## src/rtl/sha3_scan_pkg.sv

```systemverilog
// ---------------------------------------------------------------------------
// sha3_scan_pkg
// Shared types and constants for the SHA-3 scan request path.
//   TEMPLATE_WORDS  : number of 32-bit words in a block template
//   WORD_W          : stream word width
//   THRESHOLD_W     : width of the scan threshold
//   INDEX_W         : width of the word index counter
//   scan_template_t : 24 x 32 block template (packed, word 0 in the low slot)
//   scan_state_t    : serializer state encoding
// ---------------------------------------------------------------------------
package sha3_scan_pkg;

    localparam int TEMPLATE_WORDS = 24;
    localparam int WORD_W         = 32;
    localparam int THRESHOLD_W    = 64;
    localparam int INDEX_W        = 5;

    typedef logic [TEMPLATE_WORDS-1:0][WORD_W-1:0] scan_template_t;

    typedef enum logic {
        ST_IDLE = 1'b0,
        ST_SEND = 1'b1
    } scan_state_t;

endpackage

```

## src/rtl/i_sha3_scan_request_bus.sv

```systemverilog
// ---------------------------------------------------------------------------
// i_sha3_scan_request_bus
// Scan request bus between a request producer and its consumer.
//   start         : request strobe / level
//   threshold     : 64-bit difficulty threshold
//   blockTemplate : 24 x 32-bit block template
// Modports: producer (drives everything), consumer (samples everything).
// ---------------------------------------------------------------------------
interface i_sha3_scan_request_bus;
    import sha3_scan_pkg::*;

    logic                   start;
    logic [THRESHOLD_W-1:0] threshold;
    scan_template_t         blockTemplate;

    modport producer (output start, output threshold, output blockTemplate);
    modport consumer (input  start, input  threshold, input  blockTemplate);

endinterface

```

## src/rtl/scan_word_mux.sv

```systemverilog
// ---------------------------------------------------------------------------
// scan_word_mux
// Combinational word selector for the serializer.
//   template  : captured 24-word block template
//   threshold : captured 64-bit threshold
//   index     : word index 0..31 (only 0..25 are meaningful)
//   word      : selected word; template[index] for 0..23, threshold halves
//               at 24/25 in the order set by THRESHOLD_HI_FIRST, 0 above.
// ---------------------------------------------------------------------------
module scan_word_mux
    import sha3_scan_pkg::*;
#(
    parameter int THRESHOLD_HI_FIRST = 0
) (
    input  logic [TEMPLATE_WORDS*WORD_W-1:0] template,
    input  logic [THRESHOLD_W-1:0]           threshold,
    input  logic [INDEX_W-1:0]               index,
    output logic [WORD_W-1:0]                word
);

    localparam int TABLE_WORDS = 2 ** INDEX_W;

    // Full 32-entry table so any 5-bit index selects a defined word.
    logic [WORD_W-1:0] word_table [TABLE_WORDS];

    genvar gi;
    generate
        for (gi = 0; gi < TEMPLATE_WORDS; gi++) begin : g_template
            assign word_table[gi] = template[gi*WORD_W +: WORD_W];
        end
        for (gi = TEMPLATE_WORDS + 2; gi < TABLE_WORDS; gi++) begin : g_unused
            assign word_table[gi] = '0;
        end
    endgenerate

    assign word_table[TEMPLATE_WORDS]   = (THRESHOLD_HI_FIRST != 0) ? threshold[63:32] : threshold[31:0];
    assign word_table[TEMPLATE_WORDS+1] = (THRESHOLD_HI_FIRST != 0) ? threshold[31:0]  : threshold[63:32];

    assign word = word_table[index];

endmodule

```

## src/rtl/scan_request_serializer.sv

```systemverilog
// ---------------------------------------------------------------------------
// scan_request_serializer
// Consumer end of the SHA-3 scan request bus. Captures one request on start
// (while idle, or on the final handshake of the current request) and replays
// it as a 32-bit valid/ready word stream.
// Parameters:
//   EMIT_THRESHOLD     : 1 = 26 words (template + threshold), 0 = 24 words
//   THRESHOLD_HI_FIRST : 0 = threshold[31:0] first, 1 = threshold[63:32] first
// Ports:
//   clk, rst_n     : clock, asynchronous active-low reset
//   as             : request bus (consumer modport)
//   out_word       : current stream word
//   out_valid      : out_word is valid
//   out_ready      : downstream accepts the word this cycle
//   out_last       : final word of the request
//   out_index      : index of the current word
//   busy           : a request is captured and not yet fully sent
//   done           : one-cycle pulse after the final word's handshake
//   dropped_starts : (only with SCAN_SERIALIZER_DROP_COUNT_EN) saturating
//                    count of start cycles ignored while sending
// ---------------------------------------------------------------------------
module scan_request_serializer
    import sha3_scan_pkg::*;
#(
    parameter int EMIT_THRESHOLD     = 1,
    parameter int THRESHOLD_HI_FIRST = 0
) (
    input  logic                           clk,
    input  logic                           rst_n,
    i_sha3_scan_request_bus.consumer       as,
    output logic [WORD_W-1:0]              out_word,
    output logic                           out_valid,
    input  logic                           out_ready,
    output logic                           out_last,
    output logic [INDEX_W-1:0]             out_index,
    output logic                           busy,
`ifdef SCAN_SERIALIZER_DROP_COUNT_EN
    output logic [15:0]                    dropped_starts,
`endif
    output logic                           done
);

    localparam int                 NWORDS     = (EMIT_THRESHOLD != 0) ? TEMPLATE_WORDS + 2 : TEMPLATE_WORDS;
    localparam logic [INDEX_W-1:0] LAST_INDEX = INDEX_W'(NWORDS - 1);

    scan_state_t            state_reg, state_next;
    logic [INDEX_W-1:0]     index_reg, index_next;
    logic                   done_reg, done_next;
    scan_template_t         template_reg;
    logic [THRESHOLD_W-1:0] threshold_reg;

    logic                   send_active;
    logic                   handshake;
    logic                   last_handshake;
    logic                   capture;
    logic [WORD_W-1:0]      mux_word;

    assign send_active    = (state_reg == ST_SEND);
    assign handshake      = send_active & out_ready;
    assign last_handshake = handshake && (index_reg == LAST_INDEX);

    // Next-state logic. A start on the final handshake edge re-arms the
    // stream directly, so out_valid has no gap between requests.
    always_comb begin
        state_next = state_reg;
        index_next = index_reg;
        done_next  = 1'b0;
        capture    = 1'b0;
        unique case (state_reg)
            ST_IDLE: begin
                if (as.start) begin
                    capture    = 1'b1;
                    state_next = ST_SEND;
                    index_next = '0;
                end
            end
            ST_SEND: begin
                if (last_handshake) begin
                    done_next  = 1'b1;
                    index_next = '0;
                    if (as.start) begin
                        capture = 1'b1;
                    end else begin
                        state_next = ST_IDLE;
                    end
                end else if (handshake) begin
                    index_next = index_reg + 1'b1;
                end
            end
            default: begin
                state_next = ST_IDLE;
                index_next = '0;
            end
        endcase
    end

    always_ff @(posedge clk or negedge rst_n) begin
        if (!rst_n) begin
            state_reg <= ST_IDLE;
            index_reg <= '0;
            done_reg  <= 1'b0;
        end else begin
            state_reg <= state_next;
            index_reg <= index_next;
            done_reg  <= done_next;
        end
    end

    // Request capture; the bus is not looked at again until the next capture.
    always_ff @(posedge clk or negedge rst_n) begin
        if (!rst_n) begin
            template_reg  <= '0;
            threshold_reg <= '0;
        end else if (capture) begin
            template_reg  <= as.blockTemplate;
            threshold_reg <= as.threshold;
        end
    end

    scan_word_mux #(
        .THRESHOLD_HI_FIRST (THRESHOLD_HI_FIRST)
    ) u_word_mux (
        .template  (template_reg),
        .threshold (threshold_reg),
        .index     (index_reg),
        .word      (mux_word)
    );

    // Outputs come straight from registers, so they hold during stalls and
    // drop to zero the moment reset asserts.
    assign out_valid = send_active;
    assign busy      = send_active;
    assign out_index = index_reg;
    assign out_last  = send_active && (index_reg == LAST_INDEX);
    assign out_word  = send_active ? mux_word : '0;
    assign done      = done_reg;

`ifdef SCAN_SERIALIZER_DROP_COUNT_EN
    logic [15:0] drop_count_reg;

    always_ff @(posedge clk or negedge rst_n) begin
        if (!rst_n) begin
            drop_count_reg <= '0;
        end else if (send_active && as.start && !last_handshake && (drop_count_reg != 16'hFFFF)) begin
            drop_count_reg <= drop_count_reg + 16'd1;
        end
    end

    assign dropped_starts = drop_count_reg;
`endif

endmodule

```

## src/flat_wrapper.sv

```systemverilog
// flat-port wrapper written by rule: the top's interface ports become plain ports
module scan_request_serializer_flat import sha3_scan_pkg::*;
#(
    parameter int EMIT_THRESHOLD     = 1,
    parameter int THRESHOLD_HI_FIRST = 0
)
  (clk, rst_n, out_word, out_valid, out_ready, out_last, out_index, busy, done, as_start, as_threshold, as_blockTemplate);
  i_sha3_scan_request_bus as_i ();
  input  logic clk;
  input  logic rst_n;
  output logic [WORD_W-1:0] out_word;
  output logic out_valid;
  input  logic out_ready;
  output logic out_last;
  output logic [INDEX_W-1:0] out_index;
  output logic busy;
  output logic done;
  input wire logic [$bits(as_i.start)-1:0] as_start;
  input wire logic [$bits(as_i.threshold)-1:0] as_threshold;
  input wire logic [$bits(as_i.blockTemplate)-1:0] as_blockTemplate;
  assign as_i.start = as_start;
  assign as_i.threshold = as_threshold;
  assign as_i.blockTemplate = as_blockTemplate;
  scan_request_serializer #(.EMIT_THRESHOLD(EMIT_THRESHOLD), .THRESHOLD_HI_FIRST(THRESHOLD_HI_FIRST)) u_core (.clk(clk), .rst_n(rst_n), .as(as_i), .out_word(out_word), .out_valid(out_valid), .out_ready(out_ready), .out_last(out_last), .out_index(out_index), .busy(busy), .done(done));
endmodule
```

## config.mk

```make
export PLATFORM = sky130hd
export DESIGN_NAME = scan_request_serializer_flat
export DESIGN_NICKNAME = d
export VERILOG_FILES = /design/src/rtl/sha3_scan_pkg.sv /design/src/rtl/i_sha3_scan_request_bus.sv /design/src/rtl/scan_word_mux.sv /design/src/rtl/scan_request_serializer.sv /design/src/flat_wrapper.sv
export SDC_FILE = /design/constraint.sdc
export NUM_CORES = 1
export LEC_CHECK = 0
export CORE_UTILIZATION = 30
export CTS_CLUSTER_SIZE = 10
export DETAILED_ROUTE_END_ITERATION = 8
export HOLD_SLACK_MARGIN = 0.02
export PLACE_DENSITY_LB_ADDON = 0.1
export SLEW_MARGIN = 20
export SYNTH_ARGS = -nofsm -noshare
export SYNTH_HDL_FRONTEND = slang
export SYNTH_SLANG_ARGS = --single-unit
```

## constraint.sdc

```tcl
create_clock -name clk -period 2.95 [get_ports clk]
set_input_delay 0.4425 -clock clk [delete_from_list [all_inputs] [get_ports clk]]
set_output_delay 0.4425 -clock clk [all_outputs]
set_load 0.02 [all_outputs]
```

==> results of run 1 <==
cells in the final DEF (no fill, tap or decap), drive strengths merged:
| cell type | synthesis | final |
|---|---|---|
| mux2 | 832 | 832 |
| and3 | 1 | 1 |
| clkinvlp | 0 | 1 |
| o211ai | 32 | 32 |
| nand4 | 1 | 1 |
| a21oi | 65 | 65 |
| nand3b | 34 | 34 |
| dlygate4sd3 | 0 | 1 |
| and4b | 1 | 1 |
| inv | 2 | 5 |
| o21ai | 36 | 36 |
| ha | 2 | 2 |
| o22ai | 1 | 1 |
| dfrtp | 839 | 839 |
| and2 | 2 | 2 |
| dlygate4sd2 | 0 | 1 |
| nand2b | 1 | 1 |
| a22oi | 32 | 32 |
| nand3 | 2 | 2 |
| nand2 | 7 | 7 |
| o21bai | 1 | 1 |
| clkdlybuf4s50 | 0 | 841 |
| a21o | 1 | 1 |
| buf | 135 | 334 |
| clkbuf | 56 | 146 |
| nor3 | 1 | 1 |
| mux4 | 128 | 128 |
| diode | 0 | 20 |
| clkinv | 1 | 3 |
| or3b | 2 | 2 |
| nor2 | 3 | 3 |
| bufbuf | 0 | 3 |
| a31oi | 1 | 1 |
| o221ai | 32 | 32 |
| mux2i | 161 | 161 |
| a221oi | 32 | 32 |
| nor2b | 2 | 2 |
| nand4b | 1 | 1 |
what timing repair did:
item,4_1_cts,5_1_grt
cloned,9,3
hold endpoints to repair,25,0
pin swaps,60,42
gates resized for setup,242,100
hold buffers,1,0
endpoints found under the setup margin,212,34
setup buffers,56,19
cell usage after synthesis, drive strengths merged:
cell    number  area, um^2
and2         2       12.51
a221oi      32       280.3
mux4       128        2883
clkbuf      56       210.2
nor2         3       11.26
o21ai       36       183.9
ha           2       25.02
dfrtp      839       21000
o221ai      32       280.3
or3b         2       17.52
a21oi       65       325.3
o22ai        1       6.260
nand4        1       6.260
a31oi        1       6.260
nor2b        2       12.51
o21bai       1       7.510
and3         1       6.260
nand3        2       10.01
nand2        7       28.78
mux2       832       11170
nand2b       1       6.260
and4b        1       10.01
nand3b      34       255.2
inv          2       7.510
mux2i      161        1612
a22oi       32       240.2
nor3         1       5.000
o211ai      32       240.2
nand4b       1       23.77
clkinv       1       3.750
buf        135        1056
a21o         1       7.510
worst register-to-register path: cells and delay by family (launching register included):
kind | cells | cell delay, ps
buffers and inverters | 5 | 1040
flip-flops | 1 | 440
multiplexers | 1 | 390
AO/OA/AOI/OAI | 1 | 330
AND/OR/NAND/NOR | 2 | 330
adder cells (fa/ha/maj) | 1 | 150
cell type report:
class	count	share of cell area
multi-input cells	1414	0.3270
clock inverters	6	0.001108
well taps	1755	0.03814
repair buffers	1183	0.2182
diodes	20	0.0008693
inverters	3	0.0002608
flip-flops and latches	839	0.3650
clock buffers	143	0.04944
final timing paths:
kind / start / to / slack (ps)
min: rst_n / u_core.template_reg[187]$_DFFE_PN0P_ / 340
max: u_core.out_index[0]$_DFFE_PN0P_ / out_word[17] / -550
min in group clk: as_blockTemplate[737] / u_core.template_reg[737]$_DFFE_PN0P_ / 370
max in group asynchronous: rst_n / u_core.template_reg[615]$_DFFE_PN0P_ / 1550
min reg2reg: u_core.template_reg[455]$_DFFE_PN0P_ / u_core.template_reg[455]$_DFFE_PN0P_ / 500
max reg2reg: u_core.out_index[0]$_DFFE_PN0P_ / u_core.threshold_reg[44]$_DFFE_PN0P_ / 140
where the power goes:
group | internal, W | leakage [nW] | switching [W]
clock network | 0.00658 | 1.42 | 0.00486
registers | 0.0172 | 10.3 | 0.00347
logic | 0.0178 | 14.1 | 0.0150
total | 0.0416 | 25.7 | 0.0233
metal layers:
layer  vias up  track usage
met4        40      0.06923
met3       228      0.05243
met2       822       0.4152
met5         -            0
met1     13870       0.3053
li1      11400            -
per-stage QoR:
stage / power, W / utilization / hold slack (ps) / setup slack, ps
global placement: 0.04897 / 0.3970 / 471.3 / -621.0
detailed placement: 0.04947 / 0.3970 / 466.8 / -664.5
finish: 0.06485 / 0.4368 / 336.0 / -553.7
floorplan: 0.03530 / - / 146.9 / 378.0
CTS: 0.06436 / 0.4322 / 303.8 / -641.0
global route: 0.06781 / 0.4367 / 325.0 / -636.4
cells by family after synthesis:
logic type / after synthesis / share of synthesized area
AND/OR/NAND/NOR: 58 / 0.01015
buffers and inverters: 194 / 0.03198
multiplexers: 1121 / 0.3922
flip-flops: 839 / 0.5256
AO/OA/AOI/OAI: 233 / 0.03950
adder cells (fa/ha/maj): 2 / 0.0006263
==> reports/qor.yml, run 1 <==
status: "finished, violations left"
violations: "negative setup slack"
drt_iter0_drc: 1468
grt_setup_unrepaired: "true"
relSlewSlack: 0.5322
drc: 0
largest_register_ffs: 768
cp-end-kind: "output port"
seqCellArea_um2: 21010
synth.avg_cell_area_um2: 16.32
rows: 133
synth_seq_area_share: 0.5256
multi_input_area_um2: 18830
instances_no_fill: 5363
crit_arrival_ps: 3060
fill_cells: 11810
max-cap-violations: 0
finalCriticalPeriod_ps: 3504
htreeDepth: 3
slowest_stage: "dfrtp_4"
grt_pass1_vias: 29670
crit_buf_inv: 5
crit_fanout: 7
hp-class: "input port to asynchronous set/reset pin"
grt_max_degree: 103
worstMarginPinSlew_ps: 698.6
drv_slew: 0
peakVddDrop_uv: 641.1
core_area_um2: 131800
wl_met1_mm: 69.39
place_inst: 5128
crit_cells: 9
overflow: 0
finalWeightedCongestion: 0.8623
ant_nets: 0
die-area_um2: 134600
power_density_nw_per_um2: 1126
synth_cells: 2447
dp_hpwl_mm: 128.4
synth_nets: 3285
cp_slowest_stage_delay_ps: 500
wirelength_mm: 165.8
wl_met2_mm: 82.49
drtPass1Iterations: 5
crit_chain: "buf_4 > buf_12 > buf_12 > buf_4 > mux4_2 > nand3b_1 > o211ai_1 > a21oi_4 > buf_6"
fin_area_um2: 57570
timing.fmax_mhz: 285.4
ys_ff_latch: 839
io_pins: 877
tns_ps: -14310
cts.sinks: 839
setup_viol: 32
final_hold_viol_count: 0
vias_per_cell: 4.917
placed_area_um2: 52320
ys_warn_count: 0
grt_usage: 0.2422
cts_tree: "done"
cts_inserted_buffers: 99
fin_ws_ps: -553.7
post_route_cells_drive_above_1_share: 0.4423
start_util: 0.3031
critical_path_class: "flip-flop to output port"
final_nets: 4378
area_growth_pct: 44.12
cts_root_buffer: "clkbuf_16"
clock_latency_ps: 680
clk_pin_slew_ps: 60
avgRoutedWirePerCell_um: 30.91
cts_buffer_depth: 3
place.port_buffers: 876
grt_pass1_wl_mm: 230.1
syn-cell-area_um2: 39950
power_leakage_nw: 25.74
yosysUniqueCellTypes: 39
fin_skew_ps: 14.56
critPathTopFamily: "buffers and inverters"
top_layer_used: "met5"
cp.required_ps: 2510
dieHeight_um: 366.9
r2r_cells: 10
die_x_um: 366.9
finalCritPeriodShare: 1.188
critPathLaunchType: "flip-flop"
vias: 26370
wl_met3_mm: 8.762
antenna_found_initial: 53
(Power assumes the default switching activity.)
==> run 2, diff against run 1 <==
--- a/config.mk
+++ b/config.mk
@@ -10,6 +10,7 @@
 export DETAILED_ROUTE_END_ITERATION = 8
 export HOLD_SLACK_MARGIN = 0.02
 export PLACE_DENSITY_LB_ADDON = 0.1
+export REMOVE_ABC_BUFFERS = 1
 export SLEW_MARGIN = 20
 export SYNTH_ARGS = -nofsm -noshare
 export SYNTH_HDL_FRONTEND = slang
==> run 2 against run 1 <==
The run still ends with negative setup slack left. Final cell count is 1.1% lower. Clock-buffer cell count increased by 8. Sequential share of layout area increased by 0.79 points. Critical endpoint is now out_word[26].
==> reports/qor.yml, run 2 (synthesis results as in run 1) <==
dieHeight_um: 366.9  # unchanged
cts_inserted_buffers: 102  # was 99
grt_pass1_wl_mm: 205.7  # was 230.1 mm
fin_skew_ps: 29.30  # was 14.56 ps
relSlewSlack: 0.5167  # was 0.5322
cp-end-kind: "output port"  # unchanged
critPathTopFamily: "buffers and inverters"  # unchanged
place.port_buffers: 876  # unchanged
crit_start: "u_core.out_index[0]$_DFFE_PN0P_"  # unchanged
die-area_um2: 134600  # unchanged
io_pins: 877  # unchanged
post_route_cells_drive_above_1_share: 0.4141  # was 0.4423
cts_root_buffer: "clkbuf_16"  # unchanged
largest_register_ffs: 768  # unchanged
grt_setup_unrepaired: "true"  # unchanged
multi_input_area_um2: 18160  # was 18,830 um^2
area_growth_pct: 41.11  # was 44.12%
finalWeightedCongestion: 0.8080  # was 0.8623
power_leakage_nw: 25.33  # was 25.74 nW
status: "finished, violations left"  # unchanged
cts_buffer_depth: 3  # unchanged
crit_fanout: 13  # was 7
clock_latency_ps: 710  # was 680 ps
finalCriticalPeriod_ps: 3293  # was 3504 ps
drtPass1Iterations: 4  # was 5
critical_path_class: "flip-flop to output port"  # unchanged
cp_slowest_stage_delay_ps: 500  # about the same
r2r-start: "u_core.out_index[2]$_DFFE_PN0P_"  # was u_core.out_index[0]$_DFFE_PN0P_
antenna_found_initial: 67  # was 53
rows: 133  # unchanged
avgRoutedWirePerCell_um: 27.06  # was 30.91 um
overflow: 0  # unchanged
ant_nets: 0  # unchanged
slowest_stage: "dfrtp_4"  # unchanged
fin_util: 0.4277  # was 0.4368
core_area_um2: 131800  # unchanged
cp.required_ps: 2510  # about the same
grt_pass1_vias: 29060  # was 29,670
crit_buf_inv: 4  # was 5
max-cap-violations: 0  # unchanged
drc: 0  # unchanged
mostFrequentLayoutCell: "clkdlybuf4s50_1"  # unchanged
hp-class: "input port to asynchronous set/reset pin"  # unchanged
seqCellArea_um2: 21020  # was 21,010 um^2
cp_common_cell: "buf_12"
violations: "negative setup slack"  # unchanged
setup_viol: 32  # unchanged
grt_max_degree: 121  # was 103
cts.sinks: 839  # unchanged
dp_hpwl_mm: 103.7  # was 128.4 mm
start_util: 0.3031  # unchanged
finalCritPeriodShare: 1.116  # was 1.188
clk_pin_slew_ps: 50  # was 60 ps
htreeDepth: 3  # unchanged
fin_area_um2: 56370  # was 57,570 um^2
crit_arrival_ps: 2850  # was 3060 ps
final_nets: 4294  # was 4,378
drv_slew: 0  # unchanged
die_x_um: 366.9  # unchanged
wirelength_mm: 143.6  # was 165.8 mm
timing.fmax_mhz: 303.6  # was 285.4 MHz
vias: 25780  # was 26,370
crit_chain: "buf_12 > buf_12 > buf_16 > mux4_2 > a22oi_1 > a21oi_2 > buf_6"  # was buf_4 > buf_12 > buf_12 > buf_4 > mux4_2 > nand3b_1 > o211ai_1 > a21oi_4 > buf_6
vias_per_cell: 4.859  # was 4.917
layout.cells.most_common_list: "clkdlybuf4s50_1, dfrtp_1, mux2_4"  # unchanged
grt_usage: 0.2103  # was 0.2422
drt_iter0_drc: 1250  # was 1,468
placed_area_um2: 51670  # was 52,320 um^2
cts_tree: "done"  # unchanged
peakVddDrop_uv: 552.7  # was 641.1 uV
critPathLaunchType: "flip-flop"  # unchanged
fill_cells: 11950  # was 11,810
final_hold_viol_count: 0  # unchanged
power_density_nw_per_um2: 1043  # was 1126 nW/um^2
worstMarginPinSlew_ps: 724.9  # was 698.6 ps
fin_ws_ps: -343.3  # was -553.7 ps
## run 2: routing by layer
layer | vias to the layer above | track usage | part of all wire
li1 | 11240 | - | -
met1 | 13560 | 0.2573 | 0.41
met2 | 732 | 0.3597 | 0.51
met3 | 207 | 0.04894 | 0.053
met4 | 42 | 0.07684 | 0.027
met5 | - | 0 | 0.0018
## run 2: power breakdown
group | switching (W) | leakage [nW] | total, W | internal [W]
Clock | 0.00500 | 1.53 | 0.0120 | 0.00697
Combinational | 0.0108 | 13.5 | 0.0265 | 0.0156
Sequential | 0.00320 | 10.3 | 0.0204 | 0.0172
## run 2: worst paths after layout
kind / endpoint / slack [ps] / cells past startpoint
setup / recovery: out_word[26] / -340 / 7
hold reg to reg: u_core.template_reg[472]$_DFFE_PN0P_ / 500 / 1
setup reg to reg: u_core.template_reg[306]$_DFFE_PN0P_ / 210 / 8
max in group asynchronous: u_core.threshold_reg[62]$_DFFE_PN0P_ / 1480 / 3
min in group clk: u_core.template_reg[98]$_DFFE_PN0P_ / 340 / 2
hold / removal: u_core.template_reg[20]$_DFFE_PN0P_ / 280 / 2
## run 2: layout make-up
class | count | area share
flip-flops and latches | 839 | 0.3729
multi-input cells | 1414 | 0.3221
repair buffers | 1096 | 0.2089
clock buffers | 151 | 0.05267
well taps | 1755 | 0.03896
clock inverters | 13 | 0.002775
diodes | 34 | 0.001509
inverters | 3 | 0.0001998
## run 2: repair_timing
| action | in CTS | in global routing |
|---|---|---|
| gates cloned | 6 | 3 |
| hold buffers | 1 | 0 |
| gates resized for setup | 263 | 78 |
| endpoints found under the setup margin | 41 | 32 |
| setup buffers | 54 | 26 |
| pin swaps | 41 | 47 |
| endpoints found under the hold margin | 26 | 0 |
## run 2: stage by stage
stage	power [W]	hold WS [ps]	std cells	worst slack, ps	setup TNS (ps)
final	0.05880	281.8	5305	-343.3	-5803
after global routing	0.06196	265.7	5303	-452.2	-9898
after detailed placement	0.04484	440.3	5031	-134.0	-275.7
after CTS	0.05889	255.7	5254	-458.8	-10060
after global placement	0.04426	435.9	5031	-156.6	-332.0
after floorplan	0.03583	146.9	2256	-20770	-
==> run 3, diff against run 2 <==
--- a/config.mk
+++ b/config.mk
@@ -10,8 +10,7 @@
 export DETAILED_ROUTE_END_ITERATION = 8
 export HOLD_SLACK_MARGIN = 0.02
 export PLACE_DENSITY_LB_ADDON = 0.1
-export REMOVE_ABC_BUFFERS = 1
-export SLEW_MARGIN = 20
+export SLEW_MARGIN = 5
 export SYNTH_ARGS = -nofsm -noshare
 export SYNTH_HDL_FRONTEND = slang
 export SYNTH_SLANG_ARGS = --single-unit
==> results of run 3 <==
No change in the layout: final DEF, timing and power equal those of run 1.
